==> config.mk <==
export PLATFORM = sky130hd
export DESIGN_NAME = seq_multiplier_param_flat
export DESIGN_NICKNAME = d
export VERILOG_FILES = /design/src/rtl/seq_multiplier_param_if.sv /design/src/rtl/seq_multiplier_param.sv /design/src/flat_wrapper.sv
export SDC_FILE = /design/constraint.sdc
export NUM_CORES = 1
export LEC_CHECK = 0
export ABC_AREA = 0
export CAP_MARGIN = 30
export CORE_ASPECT_RATIO = 2
export CORE_MARGIN = 2
export CORE_UTILIZATION = 45
export CTS_CLUSTER_SIZE = 10
export DETAILED_ROUTE_END_ITERATION = 10
export GPL_TIMING_DRIVEN = 0
export PLACE_DENSITY = 0.67
export REMOVE_ABC_BUFFERS = 1
export SLEW_MARGIN = 15
export SYNTH_ARGS = -nofsm -noshare
export SYNTH_HDL_FRONTEND = slang
export SYNTH_SLANG_ARGS = --single-unit
==> constraint.sdc <==
create_clock -name clk -period 6.1 [get_ports clk]
set_input_delay 1.22 -clock clk [delete_from_list [all_inputs] [get_ports clk]]
set_output_delay 1.22 -clock clk [all_outputs]
set_load 0.02 [all_outputs]
==> src/rtl/seq_multiplier_param_if.sv <==
// seq_multiplier_param_if
//   Handshake and operand bundle for the shift-add multiplier seq_multiplier_param.
//
//   Signals:
//     startMul  start request, level-sampled by the multiplier on rising clk
//     A         multiplier operand (WIDTH bits), sampled on an accepted start
//     B         multiplicand operand (WIDTH bits), sampled on an accepted start
//     product   full 2*WIDTH-bit product, registered, held until the next result
//     busy      high while iterations are in progress
//     doneMul   one-cycle completion pulse
//
//   Modports:
//     master  requester side: drives startMul/A/B, observes product/busy/doneMul
//     slave   multiplier side
interface seq_multiplier_param_if #(
  parameter int unsigned WIDTH = 24
) ();

  logic                 startMul;
  logic [WIDTH-1:0]     A;
  logic [WIDTH-1:0]     B;
  logic [2*WIDTH-1:0]   product;
  logic                 busy;
  logic                 doneMul;

  modport master (
    output startMul,
    output A,
    output B,
    input  product,
    input  busy,
    input  doneMul
  );

  modport slave (
    input  startMul,
    input  A,
    input  B,
    output product,
    output busy,
    output doneMul
  );

endinterface

==> src/rtl/seq_multiplier_param.sv <==
// seq_multiplier_param
//   Parametrised shift-add sequential multiplier, one multiplier bit per clock.
//   A start accepted in IDLE or DONE loads the operands; WIDTH iterations later the
//   full 2*WIDTH-bit product is registered and doneMul pulses for one cycle. The
//   product is held until the next result or a reset.
//
//   Build option:
//     SEQ_MUL_SIGNED_EN  when defined, A, B and product are two's complement
//                        (sign-extended adds, arithmetic shift, and the partial
//                        product for A's sign bit is subtracted). Undefined: unsigned.
//
//   Ports:
//     clk   rising-edge clock
//     rst   asynchronous, active-high reset
//     bus   seq_multiplier_param_if slave modport (startMul, A, B, product, busy, doneMul)
//
//   Parameters:
//     WIDTH operand width, 2..64
module seq_multiplier_param #(
  parameter int unsigned WIDTH = 24
) (
  input logic                 clk,
  input logic                 rst,
  seq_multiplier_param_if.slave bus
);

  localparam int unsigned      CntW    = $clog2(WIDTH + 1);
  localparam logic [CntW-1:0]  LastCnt = CntW'(WIDTH - 1);

  typedef enum logic [1:0] {
    StIdle,
    StCalc,
    StDone
  } state_e;

  state_e               state_q;
  logic [WIDTH-1:0]     a_q;        // multiplier, consumed LSB first
  logic [WIDTH-1:0]     b_q;        // multiplicand
  logic [WIDTH:0]       acc_q;      // upper partial product plus carry/sign
  logic [WIDTH-1:0]     low_q;      // product bits already shifted out of acc
  logic [CntW-1:0]      cnt_q;
  logic [2*WIDTH-1:0]   product_q;

  logic                 last_iter;
  logic [WIDTH:0]       acc_ext;
  logic [WIDTH:0]       b_ext;
  logic [WIDTH:0]       sum;        // acc after the optional add, before the shift
  logic [WIDTH:0]       acc_d;
  logic [WIDTH-1:0]     low_d;

  // One iteration of the datapath: conditional add, then shift {acc, low} right.
  always_comb begin
    last_iter = (cnt_q == LastCnt);
`ifdef SEQ_MUL_SIGNED_EN
    acc_ext = {acc_q[WIDTH-1], acc_q[WIDTH-1:0]};
    b_ext   = {b_q[WIDTH-1], b_q};
`else
    acc_ext = {1'b0, acc_q[WIDTH-1:0]};
    b_ext   = {1'b0, b_q};
`endif
    sum = acc_q;
    if (a_q[0]) begin
`ifdef SEQ_MUL_SIGNED_EN
      // A's top bit weighs -2^(WIDTH-1), so its partial product is subtracted.
      sum = last_iter ? (acc_ext - b_ext) : (acc_ext + b_ext);
`else
      sum = acc_ext + b_ext;
`endif
    end
`ifdef SEQ_MUL_SIGNED_EN
    acc_d = {sum[WIDTH], sum[WIDTH:1]};
`else
    acc_d = {1'b0, sum[WIDTH:1]};
`endif
    low_d = {sum[0], low_q[WIDTH-1:1]};
  end

  always_ff @(posedge clk or posedge rst) begin
    if (rst) begin
      state_q   <= StIdle;
      a_q       <= '0;
      b_q       <= '0;
      acc_q     <= '0;
      low_q     <= '0;
      cnt_q     <= '0;
      product_q <= '0;
    end else begin
      unique case (state_q)
        StIdle, StDone: begin
          if (bus.startMul) begin
            a_q     <= bus.A;
            b_q     <= bus.B;
            acc_q   <= '0;
            low_q   <= '0;
            cnt_q   <= '0;
            state_q <= StCalc;
          end else begin
            state_q <= StIdle;
          end
        end
        StCalc: begin
          // startMul and the operand inputs are deliberately ignored here.
          acc_q <= acc_d;
          low_q <= low_d;
          a_q   <= {1'b0, a_q[WIDTH-1:1]};
          cnt_q <= cnt_q + CntW'(1);
          if (last_iter) begin
            product_q <= {acc_d[WIDTH-1:0], low_d};
            state_q   <= StDone;
          end
        end
        default: begin
          state_q <= StIdle;
        end
      endcase
    end
  end

  assign bus.product = product_q;
  assign bus.busy    = (state_q == StCalc);
  assign bus.doneMul = (state_q == StDone);

endmodule

==> src/flat_wrapper.sv <==
// flat-port wrapper written by rule: the top's interface ports become plain ports
module seq_multiplier_param_flat 
#(
  parameter int unsigned WIDTH = 24
)
  (clk, rst, bus_startMul, bus_A, bus_B, bus_product, bus_busy, bus_doneMul);
  seq_multiplier_param_if #(.WIDTH(WIDTH)) bus_i ();
  input logic clk;
  input logic rst;
  input wire logic [$bits(bus_i.startMul)-1:0] bus_startMul;
  input wire logic [$bits(bus_i.A)-1:0] bus_A;
  input wire logic [$bits(bus_i.B)-1:0] bus_B;
  output wire logic [$bits(bus_i.product)-1:0] bus_product;
  output wire logic [$bits(bus_i.busy)-1:0] bus_busy;
  output wire logic [$bits(bus_i.doneMul)-1:0] bus_doneMul;
  assign bus_i.startMul = bus_startMul;
  assign bus_i.A = bus_A;
  assign bus_i.B = bus_B;
  assign bus_product = bus_i.product;
  assign bus_busy = bus_i.busy;
  assign bus_doneMul = bus_i.doneMul;
  seq_multiplier_param #(.WIDTH(WIDTH)) u_core (.clk(clk), .rst(rst), .bus(bus_i));
endmodule
-- Word-level counts from Yosys, hierarchy flattened
Cells that the tools add are included.
- reductions and logical operators: 6
- eq/ne operators: 5
- add/subtract/negate cells: 2
- multiplexer cells: 12
- operators with widths (kind ; number):
    $pmux 24 s2 ; 2
    $mux 25 ; 2
    $pmux 25 s2 ; 1
    $mux 24 ; 2
    $add 24x24->25 ; 1
    $pmux 5 s2 ; 1
    $reduce_and 2->1 ; 3
    $add 5x1->5 const B ; 1
    $eq 5x5->1 const B ; 1
    $mux 5 ; 1
    $pmux 2 s2 ; 1
    $eq 2x1->1 const B ; 1
    $eq 2x2->1 const B ; 1
    $logic_not 2->1 ; 1
    $mux 2 ; 1
    $ne 2x1->1 const B ; 1
    $ne 2x2->1 const B ; 1
    $reduce_bool 2->1 ; 1
    $reduce_or 2->1 ; 1
    $mux 1 ; 1
- word-level logic and storage cells: 32
- input bits: 51
- register bits: 152

-- Logic depth before layout (Yosys ltp)
- depth after elaboration: 4
- mapped depth: 10

-- Worst setup path before layout
No wires, ideal clock.
- kind: input port to flip-flop
- from: input port bus_startMul
- to: register u_core.a_q[23]
- setup slack: 3747 ps
- cell stages on the path: 6
- arrival time: 2287 ps
- path buffers: 3
- cell sequence: nor2b_1 > clkbuf_1 > nor2_1 > clkbuf_1 > clkbuf_1 > a22o_1
- word-level cells in the longest chain between the ends: 2
- RTL lines (element ; RTL line ; source):
    start, declared ; flat_wrapper.sv:10 ; input wire logic [$bits(bus_i.startMul)-1:0] bus_startMul;
    $ne 2x2->1 (no source line) ; - ;
    $reduce_and 2->1 (no source line) ; - ;
    end signal, assigned ; seq_multiplier_param.sv:91 ; a_q <= bus.A;
    end signal, assigned ; seq_multiplier_param.sv:105 ; a_q <= {1'b0, a_q[WIDTH-1:1]};
    end, declared ; seq_multiplier_param.sv:37 ; logic [WIDTH-1:0] a_q;
No other way between the ends.
A chain may end at the register's enable or synchronous reset.

-- Worst setup path in the final report
- from: register u_core.state_q[1]
- to: output port bus_busy
- word-level cells in the longest chain between the ends: 1
- RTL lines (element ; RTL line ; source):
    start, declared ; seq_multiplier_param.sv:36 ; state_e state_q;
    start signal, assigned ; seq_multiplier_param.sv:80 ; state_q <= StIdle;
    start signal, assigned ; seq_multiplier_param.sv:96 ; state_q <= StCalc;
    start signal, assigned ; seq_multiplier_param.sv:98 ; state_q <= StIdle;
    $eq 2x1->1 ; seq_multiplier_param.sv:120 ; assign bus.busy = (state_q == StCalc);
    end, declared ; flat_wrapper.sv:14 ; output wire logic [$bits(bus_i.busy)-1:0] bus_busy;
No other way between the ends.

==> load_flow_metrics.sql <==
INSERT INTO impl_metrics (metric_group, metric, value, unit) VALUES
('timing', 'timing.max_slew.rel_slack', '45.1', '%'),
('timing', 'setup_tns', '0', 'ns'),
('worst_setup_path', 'timing.critical_path.required', '4.88', 'ns'),
('timing', 'timing_hold_violations_final', '0', ''),
('min_path', 'hold_path_depth', '2', ''),
('worst_setup_path', 'crit_chain', 'nand2b_1 -> inv_2 -> clkdlybuf4s50_1', ''),
('die', 'start_util', '46.2', '%'),
('timing', 'fin_worst_skew', '0.00904', 'ns'),
('detailed_routing', 'antenna_left', '0', ''),
('cts', 'cts_resized', '0', ''),
('pwr', 'total_switching_power', '2.29', 'mW'),
('yosys', 'top_cell_type_by_total_area_after_synthesis', 'sky130_fd_sc_hd__dfrtp_1', ''),
('yosys', 'synthesis.area', '7290', 'µm²'),
('pwr', 'sequentialPowerShare', '32.5', '%'),
('cts', 'clockBufferDepth', '2', ''),
('detailed_routing', 'route.detailed.vias_per_inst', '5.61', ''),
('global_route', 'grt_start_max_net_pins', '81', ''),
('cts', 'htreeDepth', '4', ''),
('pwr', 'vdd.ir_drop.worst', '0.280', 'mV'),
('yosys', 'synth_sequential_area_ratio', '51.5', '%'),
('pwr', 'share_clk_of_total_power', '20.3', '%'),
('worst_setup_path', 'cp_max_fo', '33', ''),
('yosys', 'synth_top_area_share', '51.5', '%'),
('global_route', 'grt_first_pass_wirelength', '30900', 'µm'),
('placed_design', 'placed_area', '8520', 'µm²'),
('worst_setup_path', 'critical_path_startpoint_category', 'register', ''),
('final_layout', 'antenna_cells_inserted', '0', ''),
('final_layout', 'nNetsFinal', '935', ''),
('final_layout', 'fin_area', '9150', 'µm²'),
('placed_design', 'io_buffer_count', '100', ''),
('yosys', 'ys_ff_latch', '150', ''),
('pwr', 'p_int', '3.28', 'mW'),
('timing', 'grt_setup_unrepaired', 'no', ''),
('global_route', 'groute.usage.overall', '22.7', '%'),
('final_layout', 'nFillCells', '1372', ''),
('detailed_routing', 'drt_pass1_iterations', '5', ''),
('detailed_routing', 'routed-via-count', '6015', ''),
('worst_setup_path', 'setup.worst_path.end_class', 'output pin', ''),
('yosys', 'synth-warning-count', '0', ''),
('worst_setup_path', 'crit_path_max_incr_delay', '0.73', 'ns'),
('final_layout', 'combined_area_of_the_multi_input_logic_cells', '3320', 'µm²'),
('timing', 'worst_slew_pin_slew', '0.824', 'ns'),
('timing', 'slew_viol_final', '0', ''),
('placed_design', 'dp_hpwl', '12600', 'µm'),
('yosys', 'postSynth.topFlopCell', 'sky130_fd_sc_hd__dfrtp_1', ''),
('global_route', 'grt_pass1_vias', '6289', ''),
('pwr', 'power_density', '608', 'nW/µm²'),
('min_path', 'worst_min_delay_path_category', 'reg -> reg', ''),
('die', 'fp.dieH', '184', 'µm'),
('pwr', 'switching_power_as_a_share_of_total_power', '41.1', '%'),
('outcome', 'run_status', 'complete, no violations', ''),
('yosys', 'number_of_synthesized_flops_with_an_enable_pin', '0', ''),
('worst_setup_path', 'critical_path_arrival', '2.69', 'ns'),
('cts', 'holdBufCountCts', '0', ''),
('yosys', 'synth_area_leaders', 'sky130_fd_sc_hd__dfrtp_1 52%, sky130_fd_sc_hd__nand2_1 12%, sky130_fd_sc_hd__ha_1 4.3%, sky130_fd_sc_hd__a22o_1 3.6%, sky130_fd_sc_hd__o21ai_0 3.3%', ''),
('cts', 'clock_sink_count', '150', ''),
('final_layout', 'syn_to_final_growth', '25.6', '%'),
('cts', 'clock_tree_from_tritoncts', 'yes', ''),
('pwr', 'power_frac_comb', '47.3', '%'),
('worst_setup_path', 'reg2regPathDepth', '8', ''),
('worst_setup_path', 'regToRegSetupSlack', '2.35', 'ns'),
('global_route', 'grt_antenna_before_repair', '0', ''),
('cts', 'clkSlewWorstSetupHoldPaths', '0.06', 'ns'),
('timing', 'final_min_period_over_clock_period', '64.2', '%'),
('flow_run', 'max_cap_viol_count', '0', ''),
('placed_design', 'gpl.final_weighted_congestion', '0.855', ''),
('detailed_routing', 'routed_wire_length_per_instance', '17.2', 'µm'),
('die', 'row_count', '65', ''),
('die', 'floorplan.die.width', '94.0', 'µm'),
('detailed_routing', 'drc_markers', '0', ''),
('yosys', 'synthCells', '779', '');
==> cells in the mapped netlist, drive strengths merged (9+ instances only) <==
cell	instances
a31oi	10
o21ai	59
nand2	234
xnor2	10
dfrtp	150
clkbuf	37
a22oi	23
nand3	16
buf	9
ha	25
a21oi	27
nor2	31
a22o	30
inv	12
mux2i	10
==> stage by stage <==
step                setup slack (ns)  std cells  total power [mW]  hold slack [ns]  utilization, %
global placement               -2.95       1034              4.33            0.456            52.9
finish                          2.19       1072              5.57            0.473            58.0
CTS                             2.17       1072              5.60            0.478            58.0
floorplan                      0.844        733              3.54            0.440               -
global route                    2.03       1072              5.98            0.499            58.0
detailed placement              2.33       1040              4.43            0.461            54.0
==> cell type report <==
class                   count  share of cell area (%)
repair buffers            106                    12.4
clock buffers              17                    4.65
clock inverters            15                    2.26
well taps                 201                    2.75
multi-input cells         570                    36.3
inverters                  13                   0.615
flip-flops and latches    150                    41.0
==> worst paths after layout <==
check,startpoint,end
worst max-delay path,u_core.state_q[1]$_DFFE_PP0P_,bus_busy
worst min-delay path,u_core.bus.product[21]$_DFFE_PP0P_,u_core.bus.product[21]$_DFFE_PP0P_
worst max register to register,u_core.state_q[0]$_DFFE_PP0P_,u_core.bus.product[40]$_DFFE_PP0P_
worst min register to register,u_core.bus.product[21]$_DFFE_PP0P_,u_core.bus.product[21]$_DFFE_PP0P_
max in group asynchronous,rst,u_core.bus.product[24]$_DFFE_PP0P_
min in group asynchronous,rst,u_core.bus.product[6]$_DFFE_PP0P_
==> worst max-delay path: cells and delay by family (launching register included) <==
family                 cells  cell delay, ns
buffers and inverters      2            1.43
flip-flops                 1            0.37
AND/OR/NAND/NOR            1            0.45
==> kinds of logic (layout without fill, tap and decap cells) <==
group	Yosys count	in the layout	share of synthesized area, %
simple gates	322	322	18.4
fa+ha+maj	26	26	4.57
xor+xnor	12	12	1.44
flops	150	150	51.5
buf+inv	59	151	3.19
mux	15	15	2.25
compound gates	195	195	18.6
==> layout by cell type (no fill, tap or decap), types with 4 or more instances in the layout <==
master                            synthesis  routed
sky130_fd_sc_hd__nor2_1                  31      30
sky130_fd_sc_hd__nor2b_1                  8       7
sky130_fd_sc_hd__nor3_1                   7       7
sky130_fd_sc_hd__ha_1                    25      25
sky130_fd_sc_hd__o21ai_1                 10      10
sky130_fd_sc_hd__clkbuf_16                0      17
sky130_fd_sc_hd__nand2_1                234     233
sky130_fd_sc_hd__mux2i_1                 10      10
sky130_fd_sc_hd__nand3_1                 16      16
sky130_fd_sc_hd__clkdlybuf4s50_1          0     100
sky130_fd_sc_hd__a21oi_1                 27      27
sky130_fd_sc_hd__a22o_1                  30      30
sky130_fd_sc_hd__xnor2_1                 10      10
sky130_fd_sc_hd__and3_1                   5       5
sky130_fd_sc_hd__and2_1                   4       4
sky130_fd_sc_hd__inv_1                   11      10
sky130_fd_sc_hd__o21ai_0                 48      48
sky130_fd_sc_hd__a22oi_1                 23      23
sky130_fd_sc_hd__inv_6                    0       7
sky130_fd_sc_hd__a21o_1                   8       8
sky130_fd_sc_hd__dfrtp_1                150     149
sky130_fd_sc_hd__a31oi_1                 10      10
==> per-layer routing <==
| metal | global-route usage, % | vias up | wire length (µm) |
|---|---|---|---|
| li1 | - | 2865 | - |
| met1 | 26.2 | 2964 | 7030 |
| met2 | 40.1 | 141 | 10200 |
| met3 | 3.32 | 45 | 471 |
| met4 | 11.7 | 0 | 730 |
| met5 | 0 | - | 0 |
==> flip-flops by register name, indices dropped and copies added, names as in the netlist <==
name,count
u_core.state_q,2
u_core.acc_q,24
u_core.a_q,24
u_core.b_q,24
u_core.low_q,23
u_core.cnt_q,5
u_core.bus.product,48
==> power by group through the flow <==
stage	Combinational (mW)	Sequential, mW	Clock, mW
floorplan	1.62	1.92	0
detailed placement	2.61	1.82	0
global route	2.92	1.87	1.19
global placement	2.53	1.80	0
CTS	2.65	1.81	1.15
finish	2.63	1.81	1.13
No activity file was read; power rests on OpenSTA's default activity.
